==> src/rtl/tx_link_ctrl.sv <==
// TX link-layer sequencer: tracks LMFC phase and SYNC~, steps the lane CGS -> ILA -> DATA,
// and reports re-synchronisation and link errors.
module tx_link_ctrl #(
   parameter int SYNC_STAGES = 2,
   parameter int TMO_MARGIN  = 1
) (
   input  logic       clk,
   input  logic       rst_n,
   input  logic       i_link_en,
   input  logic       i_sync_n,
   input  logic [7:0] i_F,
   input  logic [4:0] i_K,
   input  logic [7:0] i_ila_multiframe_length,
   input  logic       i_ila_seq_end,
   output logic       o_ila_start,
   output logic [4:0] o_no_frame_de_assertion,
   output logic [1:0] o_sel,
   output logic       o_data_ready,
   output logic       o_lmfc,
   output logic       o_resync,
   output logic       o_err_sync_glitch,
   output logic       o_err_ila_timeout
);

   typedef enum logic [1:0] {ST_CGS, ST_WAIT_LMFC, ST_ILA, ST_DATA} state_t;

   state_t                 state_q, state_d;
   logic [SYNC_STAGES-1:0] sync_q;
   logic [7:0]             oct_q, oct_d;
   logic [4:0]             frm_q, frm_d;
   logic [8:0]             mf_q, mf_d;
   logic [10:0]            low_q, low_d;
   logic [4:0]             nofr_q, nofr_d;
   logic [1:0]             sel_q, sel_d;
   logic                   rdy_q, rdy_d;
   logic                   lmfc_q, start_q, start_d;
   logic                   resync_q, resync_d, glitch_q, glitch_d, tmo_q, tmo_d;

   logic        sync_s;
   logic        lmfc_last;
   logic [10:0] thr;
   logic [10:0] low_inc;
   logic [9:0]  mf_lim;

   assign sync_s    = sync_q[SYNC_STAGES-1];
   assign lmfc_last = (oct_q == i_F) && (frm_q == i_K);
   assign thr       = ({3'b000, i_F} + 11'd1) * 11'd5 + 11'd9;
   assign low_inc   = low_q + 11'd1;
   assign mf_lim    = {2'b00, i_ila_multiframe_length} + 10'(TMO_MARGIN);

   always_comb begin
      oct_d    = oct_q + 8'd1;
      frm_d    = frm_q;
      state_d  = state_q;
      mf_d     = mf_q;
      low_d    = low_q;
      nofr_d   = nofr_q;
      start_d  = 1'b0;
      resync_d = 1'b0;
      glitch_d = 1'b0;
      tmo_d    = 1'b0;
      sel_d    = 2'b00;
      rdy_d    = 1'b0;

      // Phase counters free-run; >= keeps them bounded if the frame size shrinks under them
      if (oct_q >= i_F) begin
         oct_d = 8'd0;
         frm_d = (frm_q >= i_K) ? 5'd0 : frm_q + 5'd1;
      end

      if (state_q == ST_ILA && lmfc_last && mf_q != 9'h1FF) begin
         mf_d = mf_q + 9'd1;
      end

      if (!i_link_en) begin
         state_d = ST_CGS;
      end else begin
         case (state_q)
            ST_CGS: begin
               if (sync_s) begin
                  nofr_d  = frm_q;
                  state_d = ST_WAIT_LMFC;
               end
            end
            ST_WAIT_LMFC: begin
               if (!sync_s) begin
                  state_d = ST_CGS;
               end else if (lmfc_last) begin
                  start_d = 1'b1;
                  mf_d    = 9'd0;
                  state_d = ST_ILA;
               end
            end
            ST_ILA: begin
               if (!sync_s) begin
                  state_d = ST_CGS;
               end else if (i_ila_seq_end) begin
                  low_d   = 11'd0;
                  state_d = ST_DATA;
               end else if ({1'b0, mf_q} > mf_lim) begin
                  tmo_d   = 1'b1;
                  state_d = ST_CGS;
               end
            end
            ST_DATA: begin
               if (!sync_s) begin
                  if (low_inc >= thr) begin
                     resync_d = 1'b1;
                     state_d  = ST_CGS;
                  end else begin
                     low_d = low_inc;
                  end
               end else if (low_q != 11'd0) begin
                  glitch_d = 1'b1;
                  low_d    = 11'd0;
               end
            end
            default: state_d = ST_CGS;
         endcase
      end

      case (state_d)
         ST_ILA:  sel_d = 2'b01;
         ST_DATA: begin
            sel_d = 2'b10;
            rdy_d = 1'b1;
         end
         default: sel_d = 2'b00;
      endcase
   end

   always_ff @(posedge clk or negedge rst_n) begin
      if (!rst_n) begin
         state_q  <= ST_CGS;
         sync_q   <= '0;
         oct_q    <= 8'd0;
         frm_q    <= 5'd0;
         mf_q     <= 9'd0;
         low_q    <= 11'd0;
         nofr_q   <= 5'd0;
         sel_q    <= 2'b00;
         rdy_q    <= 1'b0;
         lmfc_q   <= 1'b0;
         start_q  <= 1'b0;
         resync_q <= 1'b0;
         glitch_q <= 1'b0;
         tmo_q    <= 1'b0;
      end else begin
         state_q  <= state_d;
         sync_q   <= {sync_q[SYNC_STAGES-2:0], i_sync_n};
         oct_q    <= oct_d;
         frm_q    <= frm_d;
         mf_q     <= mf_d;
         low_q    <= low_d;
         nofr_q   <= nofr_d;
         sel_q    <= sel_d;
         rdy_q    <= rdy_d;
         lmfc_q   <= lmfc_last;
         start_q  <= start_d;
         resync_q <= resync_d;
         glitch_q <= glitch_d;
         tmo_q    <= tmo_d;
      end
   end

   assign o_ila_start             = start_q;
   assign o_no_frame_de_assertion = nofr_q;
   assign o_sel                   = sel_q;
   assign o_data_ready            = rdy_q;
   assign o_lmfc                  = lmfc_q;
   assign o_resync                = resync_q;
   assign o_err_sync_glitch       = glitch_q;
   assign o_err_ila_timeout       = tmo_q;

endmodule
==> config.mk <==
export PLATFORM = sky130hd
export DESIGN_NAME = tx_link_ctrl
export DESIGN_NICKNAME = d
export VERILOG_FILES = /design/src/rtl/tx_link_ctrl.sv
export SDC_FILE = /design/constraint.sdc
export NUM_CORES = 1
export LEC_CHECK = 0
export BUFFER_PORTS_ARGS = -buffer_cell sky130_fd_sc_hd__buf_4
export CAP_MARGIN = 20
export CORE_ASPECT_RATIO = 0.8
export CORE_UTILIZATION = 60
export DETAILED_ROUTE_END_ITERATION = 6
export PLACE_DENSITY = 0.82
export RECOVER_POWER = 50
export REMOVE_ABC_BUFFERS = 1
export SYNTH_ARGS = -nofsm -noshare
export SYNTH_HDL_FRONTEND = slang
export SYNTH_SLANG_ARGS = --single-unit
==> constraint.sdc <==
create_clock -name clk -period 4.3 [get_ports clk]
set_clock_uncertainty 0.05 [all_clocks]
set_input_delay 0.86 -clock clk [delete_from_list [all_inputs] [get_ports clk]]
set_output_delay 0.86 -clock clk [all_outputs]
set_load 0.01 [all_outputs]
# Word-level counts from Yosys, hierarchy flattened
# Index checks and enable logic that the tools add are counted.
# W data, S select, Z words.
# totals
elab_cells,88
reg_bits,50
out_inout_bits,13
# classes
multipliers,1
addsub,7
n_eq_ne,12
n_reduce_logical,8
muxes,42
order_cmp,4
# ops
op,count
$mux W11,5
$mux W9,5
$pmux W11 S2,1
$add A8 B1 Y9 const B,2
$mux W1,18
$mux W2,9
$add A11 B1 Y11 const B,1
$add A11 B4 Y11 const B,1
$ge A11 B11 Y1,1
$mul A9 B3 Y11 const B,1
$reduce_bool A11 Y1,1
$add A9 B1 Y9 const B,1
$gt A9 B9 Y1,1
$ne A9 B9 Y1 const B,1
$add A8 B1 Y8 const B,1
$eq A2 B2 Y1 const B,4
$eq A8 B8 Y1,1
$ge A8 B8 Y1,1
$mux W8,1
$pmux W2 S4,1
$ne A3 B3 Y1 const B,2
$reduce_and A6 Y1,1
$add A5 B1 Y5 const B,1
$eq A5 B5 Y1,1
other kinds (9),12

# Longest topological paths before layout
# Gate-level depths: netlist of the first run.
# logic_depth
ltp_word,10
mapped_depth,23
depth_no_buf,22

# Worst setup path after synthesis of the first run
# No wires, ideal clock.
# synth_path
kind,in2reg
start,input port i_F[0]
end,register low_q[2]
path_stages,23
setup_ns,0.130
n_path_buf,1
t_arrival_ns,5.145
path_slack_ns,-1.025
required_time_ns,4.120
cell_sequence,ha_1 > and2_1 > nand2_1 > xnor2_1 > ha_1 > ha_1 > ha_1 > and3b_1 > o21a_1 > o21ai_0 > nand2b_1 > a21o_1 > a21oi_1 > xor2_1 > ha_1 > a21o_1 > a211o_1 > a221oi_2 > nor4_1 > or3_1 > buf_2 > o21ai_0 > o21ai_0
# synth_via
elab_chain_len,6
# synth_rtl
element,line_no,source
"start, declared",11,"input logic [7:0] i_F,"
$add A8 B1 Y9,47,"assign thr = ({3'b000, i_F} + 11'd1) * 11'd5 + 11'd9;"
$mul A9 B3 Y11,47,
$add A11 B4 Y11,47,
$ge A11 B11 Y1,107,if (low_inc >= thr) begin
$ne A3 B3 Y1 (no source line),-,
$reduce_and A6 Y1 (no source line),-,
"end signal, assigned",154,low_q <= low_d;
"end, declared",32,"logic [10:0] low_q, low_d;"
# No other way between the ends.
# A chain may end at the register's enable or synchronous reset.

# Final worst setup path of the first run
# layout_path
start,input port i_F[0]
end,register low_q[4]
# The elaborated chain is that of the path after synthesis.

==> flow_metrics.env, run 1 <==
export IMPL_status="finished with violations"
export IMPL_violations="capacitance limit, slew limit, setup timing"
export IMPL_vdd_ir_drop_max_mv=0.3002
export IMPL_routabilityCongestion=0.8366
export IMPL_yosysWarnings=0
export IMPL_slew_headroom_pct=-75.92
export IMPL_ys_top_cells_by_area="dfrtp_1 32%, ha_1 19%, xor2_1 5.2%, xnor2_1 4.5%, nor2_1 3.2%"
export IMPL_synth_top_area_share_pct=31.70
export IMPL_reg2reg_depth=12
export IMPL_dr_pass1_iters=5
export IMPL_criticalPathCategory="in2reg"
export IMPL_clk_latency_ps=310
export IMPL_die_area_sq_um=6773
export IMPL_diodes=0
export IMPL_drv_slew=50
export IMPL_finalWorstSetupSlack_ps=-730.1
export IMPL_synthMostInstantiatedCell="ha_1"
export IMPL_finalNetCount=594
export IMPL_ys_seq_area_share_pct=31.70
export IMPL_drv_cap=1
export IMPL_hpwl_microns=6325
export IMPL_drc=0
export IMPL_drt_total_wl_microns=11170
export IMPL_die_w_microns=91.76
export IMPL_via_per_inst=5.975
export IMPL_antenna_found_initial=0
export IMPL_p_per_area_nw_per_um2=330.9
export IMPL_critical_path_endpoint="low_q[4]"
export IMPL_synthArstFlopShare_pct=100.0
export IMPL_timing_rr_end="low_q[4]"
export IMPL_period_share_pct=117.0
export IMPL_setup_viol=16
export IMPL_synth_cell_types=54
export IMPL_place_area_sq_um=4489
export IMPL_n_fill_cell=317
export IMPL_final_cells=590
export IMPL_worst_slew_pin_slew_ps=2639
export IMPL_rows=25
export IMPL_pin_count=39
export IMPL_cts_tree="yes"
export IMPL_grt_pass1_wl_microns=15120
export IMPL_synth_edff_count=0
export IMPL_grt_overflow=0
export IMPL_hp_class="reg2reg"
export IMPL_numClockSinks=49
export IMPL_root_buffer="clkbuf_8"
export IMPL_grt_setup_unrepaired="true"
export IMPL_cts_made_buffers=5
export IMPL_htree_levels=2
export IMPL_fmax_mhz=198.8
export IMPL_core_area_sq_um=6068
export IMPL_ys_ff_latch=49
export IMPL_final_antenna_net_count=0
export IMPL_vias=3525
export IMPL_r2r_start="low_q[0]"
export IMPL_cp_start_kind="input port"
export IMPL_syn_avg_cell_area_sq_um=9.319
export IMPL_crit_fanout=6
export IMPL_grt_max_degree=50
export IMPL_fin_area_sq_um=5091
export IMPL_hold_viol=0
export IMPL_cp_startpoint="i_F[0]"
export IMPL_yosysTopAreaCell="dfrtp_1"
export IMPL_leakagePower_nw=2.583
export IMPL_regToRegSetupSlack_ps=420
export IMPL_grtUsageTotal_pct=28.72
export IMPL_utilization_pct=83.90
export IMPL_grt_pass1_vias=3297
export IMPL_wire_per_inst_microns=18.93
export IMPL_crit_arrival_ps=5180
export IMPL_synth_common_cells="59 x ha_1, 49 x dfrtp_1, 33 x nor2_1, 32 x inv_1, 31 x nand2_1"
export IMPL_area_growth_syn_to_layout_pct=31.64
export IMPL_cts_max_path_buffers=2
export IMPL_placed_cells=566
export IMPL_drive_gt1_share_pct=30.06
export IMPL_path_clk_slew_ps=90
export IMPL_portBuffers=38
export IMPL_cp_required_ps=4450
export IMPL_start_util_pct=63.73
export IMPL_synth_ff_type="dfrtp_1"
export IMPL_drt_iter0_markers=174
export IMPL_min_period_ps=5030
export IMPL_fp_dieH_microns=73.81
export IMPL_crit_path_end_kind="flip-flop"
export IMPL_netlist_area_sq_um=3867
export IMPL_syn_inst=415
==> sequential cells by signal, summed over array words and instances (netlist names) <==
| signal | flops |
|---|---|
| oct_q | 8 |
| sync_q | 2 |
| o_no_frame_de_assertion | 5 |
| frm_q | 5 |
| o_sel | 1 |
| o_data_ready | 1 |
| o_err_sync_glitch | 1 |
| o_ila_start | 1 |
| o_err_ila_timeout | 1 |
| low_q | 11 |
| o_lmfc | 1 |
| state_q | 2 |
| o_resync | 1 |
| mf_q | 9 |
==> through the flow <==
stage / setup WS, ps / total power [mW] / TNS (ps) / hold WS [ps]
floorplan: -1002 / 0.9605 / -13620 / 281.2
global placement: -1178 / 1.148 / -16830 / 281.6
detailed placement: -1451 / 1.190 / -21030 / 284.7
CTS: -526.6 / 1.568 / -7289 / 304.3
global route: -830.3 / 1.772 / -12100 / 327.5
finish: -730.1 / 1.684 / -10640 / 323.3
==> final cells by class <==
class	count	area, sq um	area share [%]
Clock buffer	6	82.58	1.622
Timing Repair Buffer	92	754.5	14.82
Sequential cell	49	1226	24.08
Inverter	32	120.1	2.359
Tap cell	81	101.3	1.991
Clock inverter	2	37.54	0.7373
Multi-Input combinational cell	328	2769	54.39
==> routing by layer <==
layer | wire, microns | vias to the layer above | track usage, %
met3 | 709 | 57 | 6.315
met2 | 5408 | 166 | 50.79
met4 | 640 | 0 | 8.854
met1 | 4410 | 1658 | 35.52
met5 | 0 | - | 0
li1 | - | 1644 | -
==> cell families after synthesis <==
group	after synthesis	synth area share, %
AOI/OAI and AO/OA	73	12.52
xor gates and xnor gates	43	9.738
adders and majority gates	60	19.61
buffers and inverters	39	4.917
DFF	49	31.71
muxes	8	2.232
and+or+nand+nor	143	19.28
==> report_power, final <==
group	switching, mW	internal (mW)	total [mW]	leakage, nW
clock	0.163	0.189	0.353	0.0574
combinational	0.360	0.357	0.718	1.88
sequential	0.0852	0.529	0.614	0.641
==> worst min-delay path by stage <==
stage | to | startpoint | depth (start not counted) | slack [ps]
after floorplan | sync_q[1] | sync_q[0] | 0 | 280
after global placement | sync_q[1] | sync_q[0] | 0 | 280
after detailed placement | sync_q[1] | sync_q[0] | 0 | 280
after CTS | sync_q[1] | sync_q[0] | 0 | 300
after global routing | sync_q[1] | sync_q[0] | 0 | 330
final | sync_q[1] | sync_q[0] | 0 | 320
==> cell usage in the layout (no fill, tap or decap), types with 3 or more instances in the layout <==
cell type   n
buf_4      82
ha_1       49
dfrtp_1    49
inv_1      30
nand2_1    30
nor2_1     30
xor2_1     22
nand3_1    21
xnor2_1    16
a21oi_1    15
a21o_1     11
ha_4       10
o21ai_0     9
nand4_1     8
o21ai_1     8
nor3_1      7
and3_1      6
clkbuf_8    6
nand2b_1    5
nor2b_1     5
mux2_2      5
a22o_1      5
o21ai_2     4
buf_8       4
xnor2_2     3
and2_4      3
a211o_1     3
mux2i_1     3
==> worst max-delay path, cell delays in order <==
cell and delay, ps:
buf_8 100, buf_8 120, and3_4 180, xnor2_2 130, buf_4 150, fa_2 370
inv_2 100, ha_4 210, and3b_1 180, o21a_1 220, o21ai_2 150, nand2b_1 100
a21o_1 190, a21oi_2 140, xor2_1 180, ha_1 300, a21o_1 180, a211o_1 280
a221oi_4 260, nor4_4 80, or3_4 460, a22o_1 230
==> what timing repair did <==
action | 4_1_cts | 5_1_grt
gates resized for setup | 35 | 35
setup buffers | 7 | 8
pin swaps | 32 | 15
hold buffers | 0 | 0
endpoints found under the setup margin | 16 | 16
gates cloned | 1 | 1
Power figures use the tool's default switching activity.
==> inputs of run 2 (changes only) <==
ABC_AREA = 1   (was unset)
CORE_MARGIN = 10   (was unset)
CORE_UTILIZATION = 61   (was 60)
PLACE_DENSITY = 0.83   (was 0.82)
==> run 2 against run 1 <==
Net effect: the run ends with capacitance limit, slew limit left; fmax increased by 21%; combinational power shrank 9.6%; via count increased by 8.5%; non-clock buffer count is 28 lower; synthesized cell count is 34% higher; clock-buffer cell count stayed put; die area increased by 58%; final area down 1.0%; critical endpoint is now low_q[9]; largest power group unchanged.
==> flow_metrics.env, run 2 <==
export IMPL_yosysWarnings=0
export IMPL_setup_viol=0
export IMPL_fmax_mhz=239.6
export IMPL_biggestRegsByFlops="low_q x11, mf_q x9, oct_q x8"
export IMPL_crit_path_end_kind="flip-flop"
export IMPL_drv_cap=1
export IMPL_synth_compound_area_share_pct=6.576
export IMPL_die_w_microns=113.0
export IMPL_cp_startpoint="i_F[2]"
export IMPL_grt_max_degree=50
export IMPL_min_period_ps=4174
export IMPL_cp_required_ps=4450
export IMPL_synthMostInstantiatedCell="nand2_1"
export IMPL_core_area_sq_um=6790
export IMPL_drt_total_wl_microns=9954
export IMPL_cp_cell_sequence="buf_4, nand3_2, nor2_4, nand4_1, and2_4, ha_1, ha_1, ha_4, inv_1, o21bai_1, a21oi_1, nor2_1, a211oi_2, nand2_1, nand2_1, nand2_2, ha_4, and3_1, o21ai_1, inv_1, nand3_4, buf_6, nand3_1, nand2_1"
export IMPL_cp_num_cells=24
export IMPL_hpwl_microns=7884
export IMPL_final_cell_mix="116 x nand2_1, 93 x inv_1, 61 x buf_4"
export IMPL_pin_count=39
export IMPL_crit_fanout=8
export IMPL_synth_top_family_by_area="simple AND/OR/NAND/NOR gates"
export IMPL_htree_levels=2
export IMPL_portBuffers=38
export IMPL_yosysTopAreaCell="dfrtp_1"
export IMPL_cts_max_path_buffers=2
export IMPL_final_antenna_net_count=0
export IMPL_largest_reg_flops=11
export IMPL_min_delay_start="sync_q[0]"
export IMPL_final_common_cell="nand2_1"
export IMPL_numClockSinks=49
export IMPL_syn_avg_cell_area_sq_um=7.584
export IMPL_critical_path_most_common_cell="nand2_1"
export IMPL_slew_headroom_pct=-72.86
export IMPL_cts_tree="yes"
export IMPL_rows=27
export IMPL_reg2reg_depth=16
export IMPL_drc=0
export IMPL_place_area_sq_um=4776
export IMPL_finalNetCount=709
export IMPL_path_clk_slew_ps=90
export IMPL_status="finished with violations"
export IMPL_synthSimpleGateAreaFrac_pct=29.41
export IMPL_cts_made_buffers=5
export IMPL_vdd_ir_drop_max_mv=0.2732
export IMPL_synth_common_cells="122 x nand2_1, 94 x inv_1, 59 x ha_1, 49 x dfrtp_1, 41 x nor2_1"
export IMPL_synth_ff_type="dfrtp_1"
export IMPL_period_share_pct=97.06
export IMPL_top_register="low_q"
export IMPL_die_area_sq_um=10670
export IMPL_antenna_found_initial=0
export IMPL_synth_top_area_share_pct=29.03
export IMPL_drive_gt1_share_pct=21.31
export IMPL_netlist_area_sq_um=4224
export IMPL_via_per_inst=5.381
export IMPL_drv_slew=50
export IMPL_p_per_area_nw_per_um2=308.3
export IMPL_synth_edff_count=0
export IMPL_ys_ff_latch=49
export IMPL_clk_latency_ps=310
export IMPL_crit_buf_inv=4
export IMPL_hp_class="reg2reg"
export IMPL_hold_path_depth=0
export IMPL_grt_pass1_wl_microns=16930
export IMPL_cp_start_kind="input port"
export IMPL_leakagePower_nw=2.893
export IMPL_grt_overflow=0
export IMPL_crit_arrival_ps=4320
export IMPL_root_buffer="clkbuf_8"
export IMPL_violations="capacitance limit, slew limit"
export IMPL_criticalPathCategory="in2reg"
export IMPL_synth_cell_types=45
export IMPL_total_power_mw=1.554
export IMPL_vias=3826
export IMPL_slowest_stage="ha_1"
export IMPL_start_util_pct=62.21
export IMPL_hold_viol=0
export IMPL_synth_xor_area_share_pct=6.398
export IMPL_ys_seq_area_share_pct=29.03
export IMPL_diodes=0
export IMPL_synth_fa_ha_area_share_pct=17.95
export IMPL_grt_pass1_vias=3785
export IMPL_routabilityCongestion=0.9153
export IMPL_synthArstFlopShare_pct=100.0
export IMPL_wire_per_inst_microns=14.00
export IMPL_synthMuxAreaShare_pct=0.5036
export IMPL_r2r_start="low_q[2]"
export IMPL_regToRegSetupSlack_ps=1640
export IMPL_ys_top_cells_by_area="dfrtp_1 29%, ha_1 17%, nand2_1 11%, inv_1 8.4%, xor2_1 5.6%"
export IMPL_worst_slew_pin_slew_ps=2593
export IMPL_grtUsageTotal_pct=18.54
export IMPL_fp_dieH_microns=94.43
export IMPL_fin_area_sq_um=5039
export IMPL_syn_inst=557
export IMPL_max_stage_delay_ps=340
export IMPL_drt_iter0_markers=244
export IMPL_area_growth_syn_to_layout_pct=19.28
export IMPL_critPathTopFamily="simple AND/OR/NAND/NOR gates"
export IMPL_dr_pass1_iters=5
run 2: cell types whose count changed after synthesis, moves of 9 or more:
cell and change:
a21o_1 -10, a21oi_1 +9, inv_1 +62, inv_2 +10, nand2_1 +91, nand3_1 +11
xnor2_1 -18
run 2: timing repair:
| item | 4_1_cts | 5_1_grt |
|---|---|---|
| hold buffers | 0 | 0 |
| gates resized for setup | 5 | 27 |
| pin swaps | 1 | 18 |
| buffers inserted | 0 | 0 |
| endpoints found under the hold margin | 0 | 0 |
| endpoints found under the setup margin | 14 | 16 |
| cloned | 0 | 1 |
run 2: power by group:
| part | switching (mW) | internal (mW) | total, mW |
|---|---|---|---|
| Sequential | 0.0730 | 0.536 | 0.609 |
| Clock | 0.162 | 0.134 | 0.296 |
| Combinational | 0.363 | 0.287 | 0.649 |
| Total | 0.598 | 0.956 | 1.55 |
run 2: path summary, 6_finish.rpt:
check	to
setup / recovery	low_q[9]
hold / removal	sync_q[1]
setup reg to reg	low_q[9]
hold reg to reg	sync_q[1]
max in group asynchronous	low_q[2]
min in group asynchronous	o_resync
run 2: layer usage:
metal  share of wire, %  vias up  global-route usage [%]
met4               0.92        0                   3.797
li1                   -     1927                       -
met2                 48      122                   31.08
met1                 44     1762                   24.24
met3                6.9       15                   3.866
met5                  0        -                       0
run 2: through the flow:
stage	instances	setup slack [ps]	setup TNS (ps)	hold WS [ps]	util (%)
after global placement	702	-196.8	-2733	283.5	70.33
after CTS	710	43.28	0	320.4	72.16
after detailed placement	702	-430.3	-6109	289.7	70.33
after floorplan	551	-149.3	-1643	281.2	-
final	711	126.3	0	319.4	74.20
after global routing	711	-118.6	-1452	325.7	74.20
run 2: cells by family (layout without fill, tap and decap cells):
group | after synthesis | after routing
flip-flops | 49 | 49
AND/OR/NAND/NOR | 256 | 257
buffers and inverters | 110 | 176
multiplexers | 2 | 2
XOR/XNOR | 30 | 30
AO/OA/AOI/OAI | 50 | 50
adder cells (fa/ha/maj) | 60 | 60
run 2: cell type report:
cell class | count | area (sq um)
well taps | 87 | 108.9
repair buffers | 64 | 480.5
clock buffers | 6 | 82.58
fillers | 456 | 1752
inverters | 104 | 390.4
multi-input cells | 399 | 2733
clock inverters | 2 | 17.52
flip-flops and latches | 49 | 1226
==> inputs of run 3 (changes only) <==
CORE_UTILIZATION = 50   (was 61)
PLACE_DENSITY = 0.7   (was 0.83)
==> run 3 against run 2 <==
Net effect: the flow still finishes with violations (capacitance limit, slew limit); routed wire length shrank 1.8%; fmax grew 1.1%; utilization shrank 11 points; global-route usage shrank 2.9 points; clock power shrank 2%; die area grew 18%; total power grew 0.68%; sequential power is essentially flat; setup slack gained 47 ps; first-iteration DRC count shrank 21%; critical path type unchanged; critical endpoint is now low_q[10]; largest cell class unchanged; highest routed layer unchanged.
==> flow_metrics.env, run 3 (same netlist as run 2, synthesis figures left out) <==
export IMPL_status="finished with violations"
export IMPL_violations="capacitance limit, slew limit"
export IMPL_worst_slew_pin_slew_ps=2652
export IMPL_finalNetCount=710
export IMPL_cts_max_path_buffers=2
export IMPL_slowest_stage="fa_1"
export IMPL_root_buffer="clkbuf_8"
export IMPL_cts_made_buffers=5
export IMPL_critical_path_most_common_cell="buf_4"
export IMPL_place_area_sq_um=4810
export IMPL_fin_area_sq_um=5114
export IMPL_min_delay_start="sync_q[0]"
export IMPL_fmax_mhz=242.3
export IMPL_max_stage_delay_ps=390
export IMPL_total_power_mw=1.564
export IMPL_hpwl_microns=7751
export IMPL_regToRegSetupSlack_ps=1700
export IMPL_leakagePower_nw=2.905
export IMPL_cp_required_ps=4500
export IMPL_core_area_sq_um=8092
export IMPL_vias=3720
export IMPL_drt_iter0_markers=193
export IMPL_crit_arrival_ps=4320
export IMPL_routabilityCongestion=0.8840
export IMPL_die_w_microns=122.8
export IMPL_clk_latency_ps=310
export IMPL_setup_viol=0
export IMPL_antenna_found_initial=0
export IMPL_grt_setup_unrepaired="true"
export IMPL_fp_dieH_microns=102.2
export IMPL_diodes=0
export IMPL_grt_util_met2_pct=25.40
export IMPL_hold_path_depth=0
export IMPL_grt_busiest_layer="met2"
export IMPL_cts_tree="yes"
export IMPL_largest_reg_flops=11
export IMPL_reg2reg_depth=16
export IMPL_path_clk_slew_ps=90
export IMPL_hold_viol=0
export IMPL_timing_rr_end="low_q[10]"
export IMPL_top_register="low_q"
export IMPL_portBuffers=38
export IMPL_biggestRegsByFlops="low_q x11, mf_q x9, oct_q x8"
export IMPL_criticalPathCategory="in2reg"
export IMPL_grt_pass1_wl_microns=16230
export IMPL_holdWs_ps=325.9
export IMPL_p_per_area_nw_per_um2=305.9
export IMPL_grt_util_met3_pct=2.975
export IMPL_via_per_inst=5.075
export IMPL_multi_input_area_sq_um=2770
export IMPL_min_to="sync_q[1]"
export IMPL_hp_class="reg2reg"
export IMPL_drt_total_wl_microns=9775
export IMPL_crit_buf_inv=8
export IMPL_cp_cell_sequence="buf_4, buf_4, nand3_2, buf_4, xor2_2, buf_4, inv_1, fa_1, inv_1, ha_1, a31o_2, nand2_1, o211ai_1, xor2_1, ha_1, and3_1, o21ai_0, inv_1, nand3_2, buf_6, nand3_1, nand2_1"
export IMPL_dr_pass1_iters=4
export IMPL_r2r_start="low_q[2]"
export IMPL_area_growth_syn_to_layout_pct=21.06
export IMPL_regArea_sq_um=1226
export IMPL_vdd_ir_drop_max_mv=0.2819
export IMPL_wire_per_inst_microns=13.34
export IMPL_critPathTopFamily="adder cells"
export IMPL_rows=29
export IMPL_drc=0
export IMPL_grt_max_degree=50
export IMPL_die_area_sq_um=12550
export IMPL_final_common_cell="nand2_1"
export IMPL_grt_use_met1_pct=21.06
export IMPL_pin_count=39
export IMPL_final_cell_mix="119 x nand2_1, 93 x inv_1, 63 x buf_4"
export IMPL_grt_overflow=0
export IMPL_drv_cap=1
export IMPL_slew_headroom_pct=-76.81
export IMPL_grtUsageTotal_pct=15.60
export IMPL_min_period_ps=4127
export IMPL_final_antenna_net_count=0
export IMPL_cp_start_kind="input port"
export IMPL_n_fill_cell=689
export IMPL_htree_levels=2
export IMPL_crit_path_end_kind="flip-flop"
export IMPL_drv_slew=50
export IMPL_numClockSinks=49
export IMPL_grt_pass1_vias=3625
export IMPL_period_share_pct=95.97
export IMPL_crit_fanout=12
export IMPL_start_util_pct=52.20
export IMPL_drive_gt1_share_pct=21.44
[run 3: changes by cell type in the layout (fill, tap and decap cells not counted), sizes merged]
cell,delta
buf,+2
clkinv,+1
inv,-1
nand2,-1
[run 3: worst max-delay path by stage]
stage | from | endpoint | depth (start not counted)
2_1_floorplan | i_F[0] | low_q[0] | 24
3_3_place_gp | i_F[1] | low_q[5] | 26
3_5_place_dp | i_F[1] | low_q[9] | 25
4_1_cts | i_F[1] | low_q[7] | 25
5_1_grt | i_F[1] | state_q[0] | 27
6_report | i_F[1] | low_q[10] | 22
[run 3: repair_timing]
item	in CTS	in global routing
cloned	0	0
hold buffers	0	0
setup endpoints to repair	14	16
hold endpoints to repair	0	0
resized for setup	2	27
pin swaps	0	13
setup buffers	0	1
[run 3: where the power goes]
| part | switching, mW | internal (mW) |
|---|---|---|
| combinational | 0.368 | 0.301 |
| sequential | 0.0706 | 0.536 |
| clock | 0.158 | 0.131 |
[run 3: area by class of cell]
| cell class | count | share of cell area [%] |
|---|---|---|
| multi-input cells | 398 | 54.17 |
| flip-flops and latches | 49 | 23.98 |
| repair buffers | 66 | 9.689 |
| inverters | 104 | 7.634 |
| well taps | 108 | 2.643 |
| clock buffers | 6 | 1.615 |
| clock inverters | 2 | 0.2691 |
[run 3: metal layers]
metal	part of all wire (%)	vias to the layer above
met5	0	-
li1	-	1925
met2	46	76
met1	48	1703
met3	4.9	16
met4	1.6	0
[run 3: metrics by stage]
| stage | std cells | utilization (%) | TNS (ps) | setup WS [ps] |
|---|---|---|---|---|
| 6_report | 733 | 63.20 | 0 | 173.3 |
| 5_1_grt | 733 | 63.20 | -347.4 | -49.43 |
| 4_1_cts | 732 | 60.75 | 0 | 20.33 |
| 3_5_place_dp | 724 | 59.44 | -5144 | -350.1 |
| 3_3_place_gp | 724 | 59.44 | -3328 | -222.4 |
| 2_1_floorplan | 551 | - | -1643 | -149.3 |
